**config.mk**
```make
export PLATFORM = sky130hd
export DESIGN_NAME = mole_game_ctrl
export DESIGN_NICKNAME = d
export VERILOG_FILES = /design/src/rtl/mole_game_ctrl.sv
export SDC_FILE = /design/constraint.sdc
export NUM_CORES = 1
export LEC_CHECK = 0
export ABC_AREA = 1
export CORE_MARGIN = 10
export CORE_UTILIZATION = 63
export CTS_BUF_LIST = sky130_fd_sc_hd__clkbuf_8
export CTS_CLUSTER_SIZE = 20
export DETAILED_ROUTE_END_ITERATION = 8
export PLACE_DENSITY = 0.94
export SYNTH_ARGS = -nofsm -noshare
export SYNTH_HDL_FRONTEND = slang
export SYNTH_SLANG_ARGS = --single-unit
```
**constraint.sdc**
```tcl
create_clock -name clk25MHz -period 5.9 [get_ports clk25MHz]
set_input_delay 1.18 -clock clk25MHz [delete_from_list [all_inputs] [get_ports clk25MHz]]
set_output_delay 1.18 -clock clk25MHz [all_outputs]
set_load 0.01 [all_outputs]
```
**src/rtl/mole_game_ctrl.sv**
```systemverilog
// Whack-a-mole game controller: picks a mole cell each round, times its display,
// judges keypad presses against it and keeps the score for the VGA driver.
module mole_game_ctrl #(
    parameter int         MOLE_TICKS = 25_000_000,
    parameter int         HIT_TICKS  = 12_500_000,
    parameter int         ROUNDS     = 20,
    parameter logic [7:0] SEED       = 8'hA5
) (
    input  logic       clk25MHz,
    input  logic       rst,
    input  logic       start,
    input  logic       key_valid,
    input  logic [3:0] key_code,
    output logic       inGame,
    output logic       hit,
    output logic [3:0] position,
    output logic [4:0] score,
    output logic       done
);

    localparam int MAX_TICKS = (MOLE_TICKS > HIT_TICKS) ? MOLE_TICKS : HIT_TICKS;
    localparam int TW        = $clog2(MAX_TICKS + 1);
    localparam logic [TW-1:0] MOLE_LAST = TW'(MOLE_TICKS - 1);
    localparam logic [TW-1:0] HIT_LAST  = TW'(HIT_TICKS - 1);
    localparam logic [4:0]    ROUNDS_L  = 5'(ROUNDS);

    typedef enum logic [1:0] {IDLE, SHOW, HITHOLD, OVER} state_t;

    state_t        state_reg, state_next;
    logic [7:0]    lfsr_reg, lfsr_next;
    logic [TW-1:0] timer_reg, timer_next;
    logic [4:0]    round_reg, round_next;
    logic          in_game_reg, in_game_next;
    logic          hit_reg, hit_next;
    logic [3:0]    position_reg, position_next;
    logic [4:0]    score_reg, score_next;
    logic          done_reg, done_next;

    logic [3:0] cand;
    logic [3:0] pick;
    logic [4:0] round_inc;
    logic       key_hit;
    logic       begin_game;
    logic       end_round;

    // Fibonacci LFSR for x^8+x^6+x^5+x^4+1; free-running in every state
    assign lfsr_next[0] = lfsr_reg[7] ^ lfsr_reg[5] ^ lfsr_reg[4] ^ lfsr_reg[3];
    for (genvar gi = 1; gi < 8; gi++) begin : g_shift
        assign lfsr_next[gi] = lfsr_reg[gi-1];
    end

    // Bumping a repeated cell by one keeps consecutive moles apart
    always_comb begin
        cand = 4'(lfsr_reg % 8'd9) + 4'd1;
        pick = cand;
        if (cand == position_reg)
            pick = (cand == 4'd9) ? 4'd1 : cand + 4'd1;
    end

    assign key_hit   = key_valid && (key_code == position_reg);
    assign round_inc = round_reg + 5'd1;

    always_comb begin
        state_next    = state_reg;
        timer_next    = timer_reg;
        round_next    = round_reg;
        in_game_next  = in_game_reg;
        hit_next      = hit_reg;
        position_next = position_reg;
        score_next    = score_reg;
        done_next     = done_reg;
        begin_game    = 1'b0;
        end_round     = 1'b0;

        case (state_reg)
            IDLE, OVER: begin
                if (start)
                    begin_game = 1'b1;
            end
            SHOW: begin
                // A hit on the expiring cycle still counts
                if (key_hit) begin
                    state_next = HITHOLD;
                    hit_next   = 1'b1;
                    score_next = score_reg + 5'd1;
                    timer_next = '0;
                end else if (timer_reg == MOLE_LAST) begin
                    end_round = 1'b1;
                end else begin
                    timer_next = timer_reg + TW'(1);
                end
            end
            HITHOLD: begin
                if (timer_reg == HIT_LAST)
                    end_round = 1'b1;
                else
                    timer_next = timer_reg + TW'(1);
            end
            default: state_next = IDLE;
        endcase

        if (begin_game) begin
            state_next    = SHOW;
            position_next = pick;
            in_game_next  = 1'b1;
            hit_next      = 1'b0;
            score_next    = '0;
            done_next     = 1'b0;
            round_next    = '0;
            timer_next    = '0;
        end

        if (end_round) begin
            round_next = round_inc;
            timer_next = '0;
            hit_next   = 1'b0;
            if (round_inc == ROUNDS_L) begin
                state_next    = OVER;
                in_game_next  = 1'b0;
                position_next = '0;
                done_next     = 1'b1;
            end else begin
                state_next    = SHOW;
                position_next = pick;
            end
        end
    end

    always_ff @(posedge clk25MHz or negedge rst) begin
        if (!rst) begin
            state_reg    <= IDLE;
            lfsr_reg     <= SEED;
            timer_reg    <= '0;
            round_reg    <= '0;
            in_game_reg  <= 1'b0;
            hit_reg      <= 1'b0;
            position_reg <= '0;
            score_reg    <= '0;
            done_reg     <= 1'b0;
        end else begin
            state_reg    <= state_next;
            lfsr_reg     <= lfsr_next;
            timer_reg    <= timer_next;
            round_reg    <= round_next;
            in_game_reg  <= in_game_next;
            hit_reg      <= hit_next;
            position_reg <= position_next;
            score_reg    <= score_next;
            done_reg     <= done_next;
        end
    end

    assign inGame   = in_game_reg;
    assign hit      = hit_reg;
    assign position = position_reg;
    assign score    = score_reg;
    assign done     = done_reg;

endmodule

```
* Word level (Yosys, flattened, before mapping) *
Cells that the tools add are included.

word-level totals
  flip-flop bits (word level) = 52
  bits in latches = 0
  RAM bits = 0
  ROM bits = 0
  input port bits = 8
  output and inout bits = 12
  logic and storage cells = 78
  memories = 0

cells by class
  add/sub/neg operators = 5
  multiply operators = 0
  divide/modulo/power cells = 1
  $lt $le $gt $ge = 0
  equal/unequal tests = 11
  shifts and indexed selects = 0
  muxes and demuxes = 37
  bitwise operators = 3
  reductions and logical operators = 12

operators by type and width
  kind                   number
  $mux 25                5
  $pmux 25 s2            1
  $add 25x1->25 const B  1
  $eq 25x24->1 const B   1
  $eq 25x25->1 const B   1
  $mux 5                 5
  $mux 4                 5
  $mux 1                 15
  $add 5x1->5 const B    2
  $mux 2                 5
  $add 4x1->4 const B    2
  $eq 4x4->1             2
  $mod 8x4->8 const B    1
  $reduce_bool 2->1      3
  $reduce_bool 3->1      2
  $eq 5x5->1 const B     1
  $ne 5x5->1 const B     1
  $eq 2x2->1 const B     2
  $eq 4x4->1 const B     1
  $ne 4x4->1 const B     1
  $reduce_and 2->1       2
  $reduce_bool 4->1      1
  $reduce_and 3->1       1
  $xor 1x1->1            3
  other kinds (5)        5

* Longest topological paths before layout *
  depth after elaboration = 7
  depth in mapped cells = 43
  mapped depth without buffers = 43

* Least setup slack after synthesis *
Ideal clock, no wire load.

  kind = register to register
  start = register lfsr_reg[7]
  end = register position_reg[3], in the netlist position[3]
  setup time = 0.117 ns
  data arrival time = 4.189 ns
  required time = 5.783 ns
  setup slack = 1.595 ns
  cell stages (with the launch flop) = 40
  buffers on the path = 0
  period minus slack after synthesis = 4.305 ns
  cell sequence = dfstp_2 -> inv_1 -> nor2_2 -> nand2_4 -> nand3_4 -> nand2_2 -> nand2_4 -> nand2_4 -> nand4_2 -> nand2_4 -> nand2_4 -> nand2_4 -> nand2_4 -> inv_1 -> ha_1 -> inv_1 -> nand4_1 -> nand2_4 -> (+4 left out) -> inv_1 -> nor2_1 -> nand3_1 -> nand2_4 -> nand2_4 -> inv_2 -> o21ai_0 -> ha_1 -> xnor2_1 -> nand2_1 -> nor2_2 -> nand2_1 -> nor2_2 -> nand3_1 -> nand2_1 -> nand2_1 -> nand2_1 -> nand2_1

on the way
  word-level cells in the longest chain between the ends = 7
  elaborated cells between the ends (all ways) = 10
  classes of those cells = add/sub: 2; div: 1; eq/ne: 2; mux: 5

ends and longest elaborated chain
  element                                    line      source
  start: declaration                         30        logic [7:0] lfsr_reg, lfsr_next;
  start signal: assignment                   142       lfsr_reg <= lfsr_next;
  $mod 8x4->8 (*)                            54        cand = 4'(lfsr_reg % 8'd9) + 4'd1;
  $add 4x1->4 (*)                            54
  $add 4x1->4 or $eq 4x4->1 (tied branches)  57        pick = (cand == 4'd9) ? 4'd1 : cand + 4'd1;
  $mux 4                                     57
  $mux 4 (*)                                 56        if (cand == position_reg)
  $mux 4 (on tied branches)                  102, 117
  $mux 4 (*)                                 113       if (end_round) begin
  end signal: assignment                     147       position_reg <= position_next;
  end: declaration                           35        logic [3:0] position_reg, position_next;

Every way passes the cells marked *; elsewhere a longest branch is shown, timed or not. The select of a mux whose other input is x is not followed.
A chain may end at the register's enable or synchronous reset.

* Final worst setup path *
  start = register lfsr_reg[7]
  end = register position_reg[1], in the netlist position[1]

Same word-level chain as after synthesis.

==> flow_summary_export.csv <==
group,metric,value,unit
synthesis,synth-simple-area-share,40.3,%
worst_setup_path,worstReg2RegEnd,"position[1]",
global_route,overflow,0,
synthesis,synth-async-reset-ratio,100,%
outcome,outcome,"completed",
worst_setup_path,worst_ep_required_time,6.12,ns
route,via_count,3496,
route,dr.pass1.iters,5,
synthesis,synth_top_cells_by_area,"dfrtp_1, nand2_1, inv_1",
synthesis,synth_top_family_by_area,"simple AND/OR/NAND/NOR gates",
timing,rsz0062_at_grt,"false",
synthesis,synth_mux_area_share,0,%
min_path,hp-start,"lfsr_reg[6]",
floorplanning,die-height,96.7,µm
clocking,postCtsSetupRepairBufs,0,
timing,fin_skew,0.0127,ns
timing,final_max_slew_viol_count,0,
worst_setup_path,r2r-start,"lfsr_reg[7]",
synthesis,synth_seq_area_share,35.2,%
timing,tightest_slew,0.725,ns
timing,fmax,0.207,GHz
worst_setup_path,max_stage_delay,0.55,ns
worst_setup_path,r2r_setup_slack,1.06,ns
placement,placed_cells,589,
floorplanning,initial_core_util,66.1,%
synthesis,synth_ff_type,"dfrtp_1",
timing,finalCriticalPeriod,4.84,ns
global_route,grt_first_pass_wirelength,14.6,mm
synthesis,netlist.area_leader.share,32.4,%
synthesis,synth_xor_area_share,3.54,%
placement,gp_congestion,0.929,
route,wl,8.40,mm
job,maxCapViolations,0,
min_path,holdPathStages,0,
synthesis,ys_ff_latch,52,
worst_setup_path,worstPathArrival,5.06,ns
clocking,clk_latency,0.32,ns
route,drt-initial-drc-count,222,
worst_setup_path,worstSetupStartpoint,"lfsr_reg[7]",
pwr,power_density,236,nW/µm²
final_layout,diodes,0,
placement,io_buffers,19,
floorplanning,num_io_pins,20,
min_path,worstHoldPathType,"flop to flop",
clocking,hold_buffers,0,
timing,setup_viol,0,
worst_setup_path,crit_fanout,7,
clocking,cts_tree,"yes",
timing,setup_tns,0,ns
synthesis,synth_nets,518,
synthesis,synth_fa_ha_area_share,4.39,%
clocking,cts.sinks,52,
floorplanning,die_w,96.7,µm
synthesis,synth_cell_type_count,41,
final_layout,final_cell_mix,"nand2_1, inv_1, dfrtp_1",
timing,fin_hold_ws,0.427,ns
placement,place_ws,1.12,ns
final_layout,largest_reg_flops,25,
synthesis,synth_edf_count,0,
global_route,grt_pass1_vias,3317,
pwr,peakVddDrop,0.000268,V
final_layout,final_cells,597,
final_layout,design_area,4110,µm²
floorplanning,core_region_area,5610,µm²
route,ant_nets,0,
final_layout,fillers,410,
clocking,cts_buffers,5,
floorplanning,num_rows,27,
worst_setup_path,end_kind,"flop",
clocking,clockBufferDepth,2,
synthesis,ys_warn_count,0,
clocking,cts-root-buf,"clkbuf_8",
worst_setup_path,crit_path_frequent_cell,"nand2_4",
final_layout,multiInputGateArea,2100,µm²
placement,place_area,4000,µm²
synthesis,syn_avg_cell_area,7.46,µm²
timing,hold_viol,0,
timing,slew_headroom,51.5,%
synthesis,yosysTopAreaCell,"dfrtp_1",
worst_setup_path,crit_slowest_cell,"dfstp_2",
clocking,cts_max_level,2,
worst_setup_path,crit_type,"flop to flop",
final_layout,layout_commonest_cell,"nand2_1",
pwr,p_leak,1.95,nW
global_route,antenna_found_initial,0,
route,route.detailed.drc,0,
placement,hpwl,6.44,mm
min_path,hold_path_end,"lfsr_reg[7]",
synthesis,synthCells,497,
final_layout,area_delta_synth_final,10.9,%
synthesis,synth-compound-area-share,8.44,%
clocking,cts_resized,0,
clocking,clk_pin_slew_worst_paths,0.10,ns
route,wl_per_cell,14.1,µm
global_route,track_usage,17.4,%
timing,min_period_over_period,82.1,%
final_layout,seqCellArea,1310,µm²
route,viasPerCell,5.86,
timing,timing.final.ws_setup,1.06,ns
final_layout,nets,545,
worst_setup_path,rr_worst_depth,37,
worst_setup_path,critical_path.startpoint_type,"flop",
final_layout,drive_above_1_share,12.2,%
floorplanning,die-area,9350,µm²
synthesis,synthesis.area,3710,µm²
global_route,grt_max_degree,53,
cell type report:
type,instances,share of cell area [%]
Clock buffer,5,1.67
Clock inverter,3,1.03
Inverter,76,7.00
Multi-Input combinational cell,366,51.1
Sequential cell,52,31.8
Tap cell,72,2.19
Timing Repair Buffer,23,5.23
report_power, final:
group / switching [W] / internal, W / total [W]
logic: 0.000200 / 0.000107 / 0.000307
registers: 0.0000298 / 0.000389 / 0.000419
clock network: 0.000120 / 0.000126 / 0.000245
Yosys cell counts, drive strengths merged (2+ instances only):
master  count
o41ai       2
o21ai      19
clkbuf      3
nor2       49
a31oi       2
inv        75
xnor2       6
dfstp       4
o22ai       4
nor3       24
nand4      19
nand3      46
o211ai      3
nor3b       6
nor4       10
a21oi      15
ha         13
dfrtp      48
xor2        9
nand2     131
worst max-delay path by stage:
stage,end,depth (start not counted)
2_1_floorplan,position[3],39
3_3_place_gp,position[1],37
3_5_place_dp,position[2],35
4_1_cts,position[1],37
5_1_grt,position[3],39
6_report,position[1],37
through the flow:
step,utilization (%),power [W]
after floorplan,-,0.000621
after global placement,71.4,0.000717
after detailed placement,71.4,0.000731
after CTS,73.3,0.000974
after global routing,73.3,0.00102
final,73.3,0.000971
layer usage:
metal / track usage (%) / part of all wire [%] / wire [µm]
met1: 20.4 / 42 / 3540
met2: 31.0 / 51 / 4260
met3: 2.63 / 5.0 / 419
met4: 6.31 / 2.2 / 184
met5: 0 / 0 / 0
cell families (layout without fill, tap and decap cells):
logic type,after synthesis,after routing
buf+inv,79,107
simple gates,286,286
compound gates,52,52
xor+xnor,15,15
fa+ha+maj,13,13
flops,52,52
critical path: cells and delay by family (launching register included):
family,cells,cell delay [ns]
AND/OR/NAND/NOR,26,2.65
adder cells (fa/ha/maj),3,0.74
flip-flops,1,0.55
AO/OA/AOI/OAI,2,0.36
buffers and inverters,5,0.31
XOR/XNOR,1,0.15
No activity file was read; power rests on OpenSTA's default activity.
